File: config.mk
export PLATFORM = sky130hd
export DESIGN_NAME = pipe_skid_stage
export DESIGN_NICKNAME = d
export VERILOG_FILES = /design/src/rtl/pipe_skid_stage.sv
export SDC_FILE = /design/constraint.sdc
export NUM_CORES = 1
export LEC_CHECK = 0
export BUFFER_PORTS_ARGS = -buffer_cell sky130_fd_sc_hd__buf_2
export CORE_UTILIZATION = 32
export DETAILED_ROUTE_END_ITERATION = 8
export GPL_ROUTABILITY_DRIVEN = 0
export PLACE_DENSITY = 0.54
export SETUP_SLACK_MARGIN = 0.5
export SYNTH_ARGS = -nofsm -noshare
export SYNTH_HDL_FRONTEND = slang
export SYNTH_SLANG_ARGS = --single-unit
File: constraint.sdc
create_clock -name clk -period 3.2 [get_ports clk]
set_clock_uncertainty 0.2 [all_clocks]
set_input_delay 0.64 -clock clk [delete_from_list [all_inputs] [get_ports clk]]
set_output_delay 0.64 -clock clk [all_outputs]
set_load 0.02 [all_outputs]
File: src/rtl/pipe_skid_stage.sv
// -----------------------------------------------------------------------------
// pipe_skid_stage
//
// Elastic inter-stage pipeline register (ID/EX, EX/MEM, MEM/WB). It carries a
// control bundle and a data bundle with a valid/ready handshake. A two-entry
// skid buffer lets downstream back-pressure be absorbed without a
// combinational path from out_ready to in_ready.
//
// The stage also provides:
//   - flush-to-bubble,
//   - debug step gating,
//   - saturating stall/flush counters for the debug unit.
//
// All state changes on the falling edge of clk.
//
// Ports
//   clk        : clock, state updates on negedge
//   reset      : synchronous, active-high reset
//   dbg_reset  : debug-unit reset, same effect as reset, lower priority
//   dbg_enable : 1 = stage steps this edge, 0 = full freeze
//   flush      : squash contents and insert a bubble (only while dbg_enable=1)
//   in_valid   : upstream word is present
//   in_ready   : stage can accept a word this edge
//   in_ctrl    : upstream control bundle
//   in_data    : upstream data bundle
//   out_valid  : out_ctrl/out_data hold a real word
//   out_ready  : downstream consumes this edge
//   out_ctrl   : control bundle to next stage, zero whenever out_valid=0
//   out_data   : data bundle to next stage
//   occupancy  : words held (0, 1 or 2)
//   stall_cnt  : saturating count of stalled edges
//   flush_cnt  : saturating count of executed flushes
// -----------------------------------------------------------------------------
module pipe_skid_stage #(
  parameter int CTRL_W          = 16,
  parameter int DATA_W          = 96,
  parameter int CNT_W           = 16,
  parameter bit CLR_DATA_BUBBLE = 1'b0
) (
  input  logic              clk,
  input  logic              reset,
  input  logic              dbg_reset,
  input  logic              dbg_enable,
  input  logic              flush,
  input  logic              in_valid,
  output logic              in_ready,
  input  logic [CTRL_W-1:0] in_ctrl,
  input  logic [DATA_W-1:0] in_data,
  output logic              out_valid,
  input  logic              out_ready,
  output logic [CTRL_W-1:0] out_ctrl,
  output logic [DATA_W-1:0] out_data,
  output logic [1:0]        occupancy,
  output logic [CNT_W-1:0]  stall_cnt,
  output logic [CNT_W-1:0]  flush_cnt
);

  // The encoding doubles as the occupancy value.
  typedef enum logic [1:0] {
    ST_EMPTY = 2'd0,
    ST_ONE   = 2'd1,
    ST_TWO   = 2'd2
  } state_t;

  state_t            state_r;
  logic [CTRL_W-1:0] skid_ctrl_r;
  logic [DATA_W-1:0] skid_data_r;
  logic              accept_s;
  logic              fire_s;

  // Saturating increment: holds at all-ones instead of wrapping.
  function automatic logic [CNT_W-1:0] sat_inc(input logic [CNT_W-1:0] v);
    if (&v) begin
      return v;
    end else begin
      return v + {{(CNT_W-1){1'b0}}, 1'b1};
    end
  endfunction

  // Handshake qualifiers.
  // in_ready depends only on registered state and dbg_enable, which keeps the
  // path from out_ready to in_ready free of combinational logic.
  always_comb begin
    in_ready = dbg_enable & (state_r != ST_TWO);
    accept_s = in_valid & in_ready;
    fire_s   = out_valid & out_ready & dbg_enable;
  end

  assign occupancy = state_r;

  // Main/skid storage, state and counters.
  // Priority: reset > dbg_reset > flush > step > hold.
  always_ff @(negedge clk) begin
    if (reset || dbg_reset) begin
      state_r     <= ST_EMPTY;
      out_valid   <= 1'b0;
      out_ctrl    <= {CTRL_W{1'b0}};
      out_data    <= {DATA_W{1'b0}};
      skid_ctrl_r <= {CTRL_W{1'b0}};
      skid_data_r <= {DATA_W{1'b0}};
      stall_cnt   <= {CNT_W{1'b0}};
      flush_cnt   <= {CNT_W{1'b0}};
    end else if (dbg_enable) begin
      if (flush) begin
        // A flush discards both stored words and any word offered this edge.
        state_r     <= ST_EMPTY;
        out_valid   <= 1'b0;
        out_ctrl    <= {CTRL_W{1'b0}};
        if (CLR_DATA_BUBBLE) begin
          out_data <= {DATA_W{1'b0}};
        end else begin
          out_data <= out_data;
        end
        skid_ctrl_r <= {CTRL_W{1'b0}};
        skid_data_r <= {DATA_W{1'b0}};
        flush_cnt   <= sat_inc(flush_cnt);
      end else begin
        if (out_valid && !out_ready) begin
          stall_cnt <= sat_inc(stall_cnt);
        end else begin
          stall_cnt <= stall_cnt;
        end
        case (state_r)
          ST_EMPTY: begin
            if (accept_s) begin
              out_valid <= 1'b1;
              out_ctrl  <= in_ctrl;
              out_data  <= in_data;
              state_r   <= ST_ONE;
            end else begin
              state_r   <= ST_EMPTY;
            end
          end
          ST_ONE: begin
            if (accept_s && fire_s) begin
              out_ctrl <= in_ctrl;
              out_data <= in_data;
              state_r  <= ST_ONE;
            end else if (accept_s) begin
              // Downstream is stalled, so park the new word in the skid register.
              skid_ctrl_r <= in_ctrl;
              skid_data_r <= in_data;
              state_r     <= ST_TWO;
            end else if (fire_s) begin
              // The stage drains to a bubble; control becomes a NOP.
              out_valid <= 1'b0;
              out_ctrl  <= {CTRL_W{1'b0}};
              if (CLR_DATA_BUBBLE) begin
                out_data <= {DATA_W{1'b0}};
              end else begin
                out_data <= out_data;
              end
              state_r <= ST_EMPTY;
            end else begin
              state_r <= ST_ONE;
            end
          end
          ST_TWO: begin
            if (fire_s) begin
              out_ctrl    <= skid_ctrl_r;
              out_data    <= skid_data_r;
              skid_ctrl_r <= {CTRL_W{1'b0}};
              skid_data_r <= {DATA_W{1'b0}};
              state_r     <= ST_ONE;
            end else begin
              state_r <= ST_TWO;
            end
          end
          default: begin
            state_r   <= ST_EMPTY;
            out_valid <= 1'b0;
            out_ctrl  <= {CTRL_W{1'b0}};
          end
        endcase
      end
    end else begin
      // While frozen, every register and counter holds its value.
      state_r <= state_r;
    end
  end

endmodule
Word-level counts from Yosys, hierarchy flattened
Cells that the tools add are included.
{"block": "classes", "addsub": 2, "n_mul": 0, "div": 0, "magnitude_cmp": 0, "n_eq_ne": 15, "shift": 0, "muxes": 31, "n_bitwise": 7, "reduce_logical": 15}
{"op": "$mux 96", "count": 6}
{"op": "$pmux 96 s3", "count": 1}
{"op": "$pmux 96 s2", "count": 1}
{"op": "$mux 16", "count": 8}
{"op": "$pmux 16 s3", "count": 1}
{"op": "$add 16x1->16 const B", "count": 2}
{"op": "$pmux 16 s2", "count": 1}
{"op": "$reduce_and 16->1", "count": 2}
{"op": "$ne 3x3->1 const B", "count": 6}
{"op": "$reduce_and 6->1", "count": 2}
{"op": "$ne 2x2->1 const B", "count": 5}
{"op": "$reduce_and 5->1", "count": 2}
{"op": "$mux 2", "count": 4}
{"op": "$ne 4x4->1 const B", "count": 2}
{"op": "$mux 1", "count": 7}
{"op": "$pmux 2 s3", "count": 1}
{"op": "$reduce_bool 3->1", "count": 2}
{"op": "$and 1x1->1", "count": 4}
{"op": "$reduce_and 4->1", "count": 1}
{"op": "$not 1->1", "count": 3}
{"op": "$pmux 1 s3", "count": 1}
{"op": "$reduce_and 3->1", "count": 1}
{"op": "$eq 2x1->1 const B", "count": 1}
{"op": "$eq 2x2->1 const B", "count": 1}
{"op": "other kinds (4)", "count": 5}
{"block": "word_totals", "register_bits": 259, "latch_bits": 0, "ram_bits": 0, "mem_bits_ro": 0, "output_inout_bits": 148, "word_cells": 78, "memories": 0}

Logic depth before layout (Yosys ltp)
{"block": "logic_depth", "depth_word": 7, "mapped_depth": 14, "ltp_nobuf": 7}

==> flow_summary.toml <==
[synth]
synth-edff-count = 0
syn_nets = 1500
synth_top_family_by_area = "simple AND/OR/NAND/NOR gates"
yosys_warnings = 0
synth_compound_area_share_pct = 18.0
synth_xor_area_share_pct = 0
syn_avg_cell_area_sq_um = 8.66
synth-seq-cells = 259
synth_cell_types = 51
seq_area_frac_synth_pct = 43.5
synth.area.mux_share_pct = 12.1
synthAdderAreaFrac_pct = 0.420
netlist_instances = 1377
synth_ff_type = "dfxtp_1"
synthArstFlopShare_pct = 0
syn_area_sq_mm = 0.0119
yosys.area_share.simple_pct = 20.5

[power_and_ir_drop]
leakagePower_nw = 9.54
power_switching_w = 0.00292
p_comb_share_pct = 11.3
vdd_drop_max_uv = 389
p_int_w = 0.00648
clock_power_share_pct = 54.4
power_w = 0.00940
pwr_density_cell_mw_per_mm2 = 441
switching_share_pct = 31.1
p_seq_share_pct = 34.3

[final_layout]
multi_input_area_sq_mm = 0.00712
drive_gt1_share_pct = 44.1
synthToLayoutAreaGrowth_pct = 78.7
seq_area_sq_mm = 0.00571
postLayoutCellArea_sq_mm = 0.0213
final_nets = 2199
fillerInstances = 3100
fin_util_pct = 58.2

[clocking]
cts.reportedPaths.clkPinSlew_ns = 0.03
cts-root-buf = "clkbuf_16"
htree_levels = 1
hold_buffers = 0
cts_tree = "built"
cts_buffer_depth = 3
cts-buffers-inserted = 31
clk_latency_ns = 0.62
clock_sinks = 259

[drt]
first_pass_iters = 4
drt-total-wl_mm = 46.1
vias_per_cell = 5.16
drc = 0
antenna_left = 0
drtIter0Drc = 662
via_count = 13300
routedWlPerCell_um = 17.9

[global_routing]
grt_pass1_wl_mm = 70.9
grt_pass1_vias = 13400
grt_max_degree = 58
track_usage_pct = 23.0
grt-ovfl-total = 0
grt_antenna_before_repair = 13

[sta]
hold_viol = 0
setup_viol = 399
slew_headroom_pct = 17.1
fin_ws_ns = -0.562
maxSlewViolCount = 0
setup-tns-final_ns = -133.61
grt_setup_unrepaired = "yes"
tightest_slew_ns = 1.24

[setup_path]
critical_path_class = "flop to output port"
crit_required_ns = 2.36
critPathArrivalTime_ns = 2.92
crit_fanout = 2
startpoint_type = "flop"
crit_path_end_kind = "output port"

[die]
num_rows = 70
die-width_um = 195
core_sq_mm = 0.0366
initial_core_util_pct = 32.6
die_height_um = 195
boundaryPins = 267
die-area_sq_mm = 0.0380

[job]
drv_cap = 0

[place]
dp_hpwl_mm = 25.8
dpl_worst_slack_ns = -0.992
port_buffers = 266
dpl-instance-area_sq_mm = 0.0152

[run_status]
status = "finished, violations left"
failed_checks = "negative setup slack"

[min_path]
min_path_type = "flop to flop"
## worst max-delay path, stage by stage, from the launching register on
cell      delay (ns)
dfxtp_4         0.33
nand2b_4        0.13
and2_4          0.13
buf_6           0.13
## layout make-up
cell class	instances	area share, %
Multi-Input combinational cell	991	33.4
Sequential cell	259	26.8
Timing Repair Buffer	528	27.3
Antenna cell	7	0.0822
Tap cell	468	2.75
Clock buffer	31	3.64
Inverter	6	0.106
Clock inverter	284	5.94
## logic make-up after synthesis
kind of cell,count (synthesis)
AND/OR/NAND/NOR,578
multiplexers,144
AO/OA/AOI/OAI,264
flip-flops,259
adder cells (fa/ha/maj),4
buffers and inverters,128
## cells in the mapped netlist (2+ instances only)
master	instances	area [sq um]
a211oi_1	3	22.5
a21oi_1	115	576
a311oi_1	57	499
a311oi_2	40	601
a31oi_1	2	12.5
a32o_1	16	160
and2_1	5	31.3
and3_1	3	18.8
and4_1	5	43.8
buf_2	31	155
buf_4	8	60.1
buf_6	14	158
clkbuf_1	68	255
dfxtp_1	259	5180
ha_1	4	50.1
inv_1	6	22.5
mux2i_1	144	1440
nand2_1	483	1810
nand2b_1	2	12.5
nand3_1	13	65.1
nand4_1	11	68.8
nor2_1	6	22.5
nor2b_1	2	12.5
nor3_1	5	25.0
nor3_2	2	20.0
nor3b_4	2	37.5
nor4_1	6	37.5
o21ai_0	3	15.0
o22ai_1	2	12.5
o311ai_0	4	35.0
o31ai_1	8	60.1
o41ai_1	4	35.0
or3_1	17	106
or4_1	10	75.1
## layer usage
metal  up-vias  GRT usage [%]  wire [um]
met5         -              0         61
met4        10           10.9       1080
met3        83           8.43       2900
met2       413           36.6      22500
met1      6468           27.5      19600
li1       6313              -          -
## registers in the layout, indices dropped and copies added (netlist names)
name and cells:
stall_cnt 16, flush_cnt 16, out_data 96, out_valid 1, skid_ctrl_r 16, occupancy 2, out_ctrl 16, skid_data_r 96
## power groups by stage
stage	combinational [W]	clock, W	sequential (W)
floorplan	0.000380	0.000486	0.00329
global placement	0.000729	0.000486	0.00326
detailed placement	0.000733	0.000486	0.00326
CTS	0.000986	0.00524	0.00323
global route	0.00112	0.00568	0.00322
finish	0.00106	0.00512	0.00323
## layout by cell type (no fill, tap or decap), drive strengths merged, types with 8 or more instances in the layout
| cell | count |
|---|---|
| a21oi | 115 |
| a311oi | 97 |
| a32o | 16 |
| buf | 526 |
| clkbuf | 33 |
| dfxtp | 259 |
| inv | 277 |
| mux2i | 144 |
| nand2 | 483 |
| nand3 | 14 |
| nand4 | 11 |
| o31ai | 8 |
| or3 | 17 |
| or4 | 10 |
## through the flow
step	hold WS, ns	instances
2_1_floorplan	0.237	1377
3_3_place_gp	0.244	2096
3_5_place_dp	0.250	2096
4_1_cts	0.244	2513
5_1_grt	0.267	2572
6_report	0.253	2574
## worst paths after layout
kind                   startpoint               to  slack [ns]  cells after the start
hold reg to reg   skid_data_r[92]  skid_data_r[92]        0.25                      2
hold / removal    skid_data_r[92]  skid_data_r[92]        0.25                      2
setup reg to reg     occupancy[0]     out_data[84]        0.24                     13
setup / recovery     occupancy[0]         in_ready       -0.56                      3
## repair_timing
item                                   in CTS  in global routing
endpoints found under the hold margin       0                  0
gates cloned                               27                  2
pin swaps                                  69                 56
resized for setup                         474                101
setup buffers                              76                 52
setup endpoints to repair                 407                407
(Power assumes the default switching activity.)
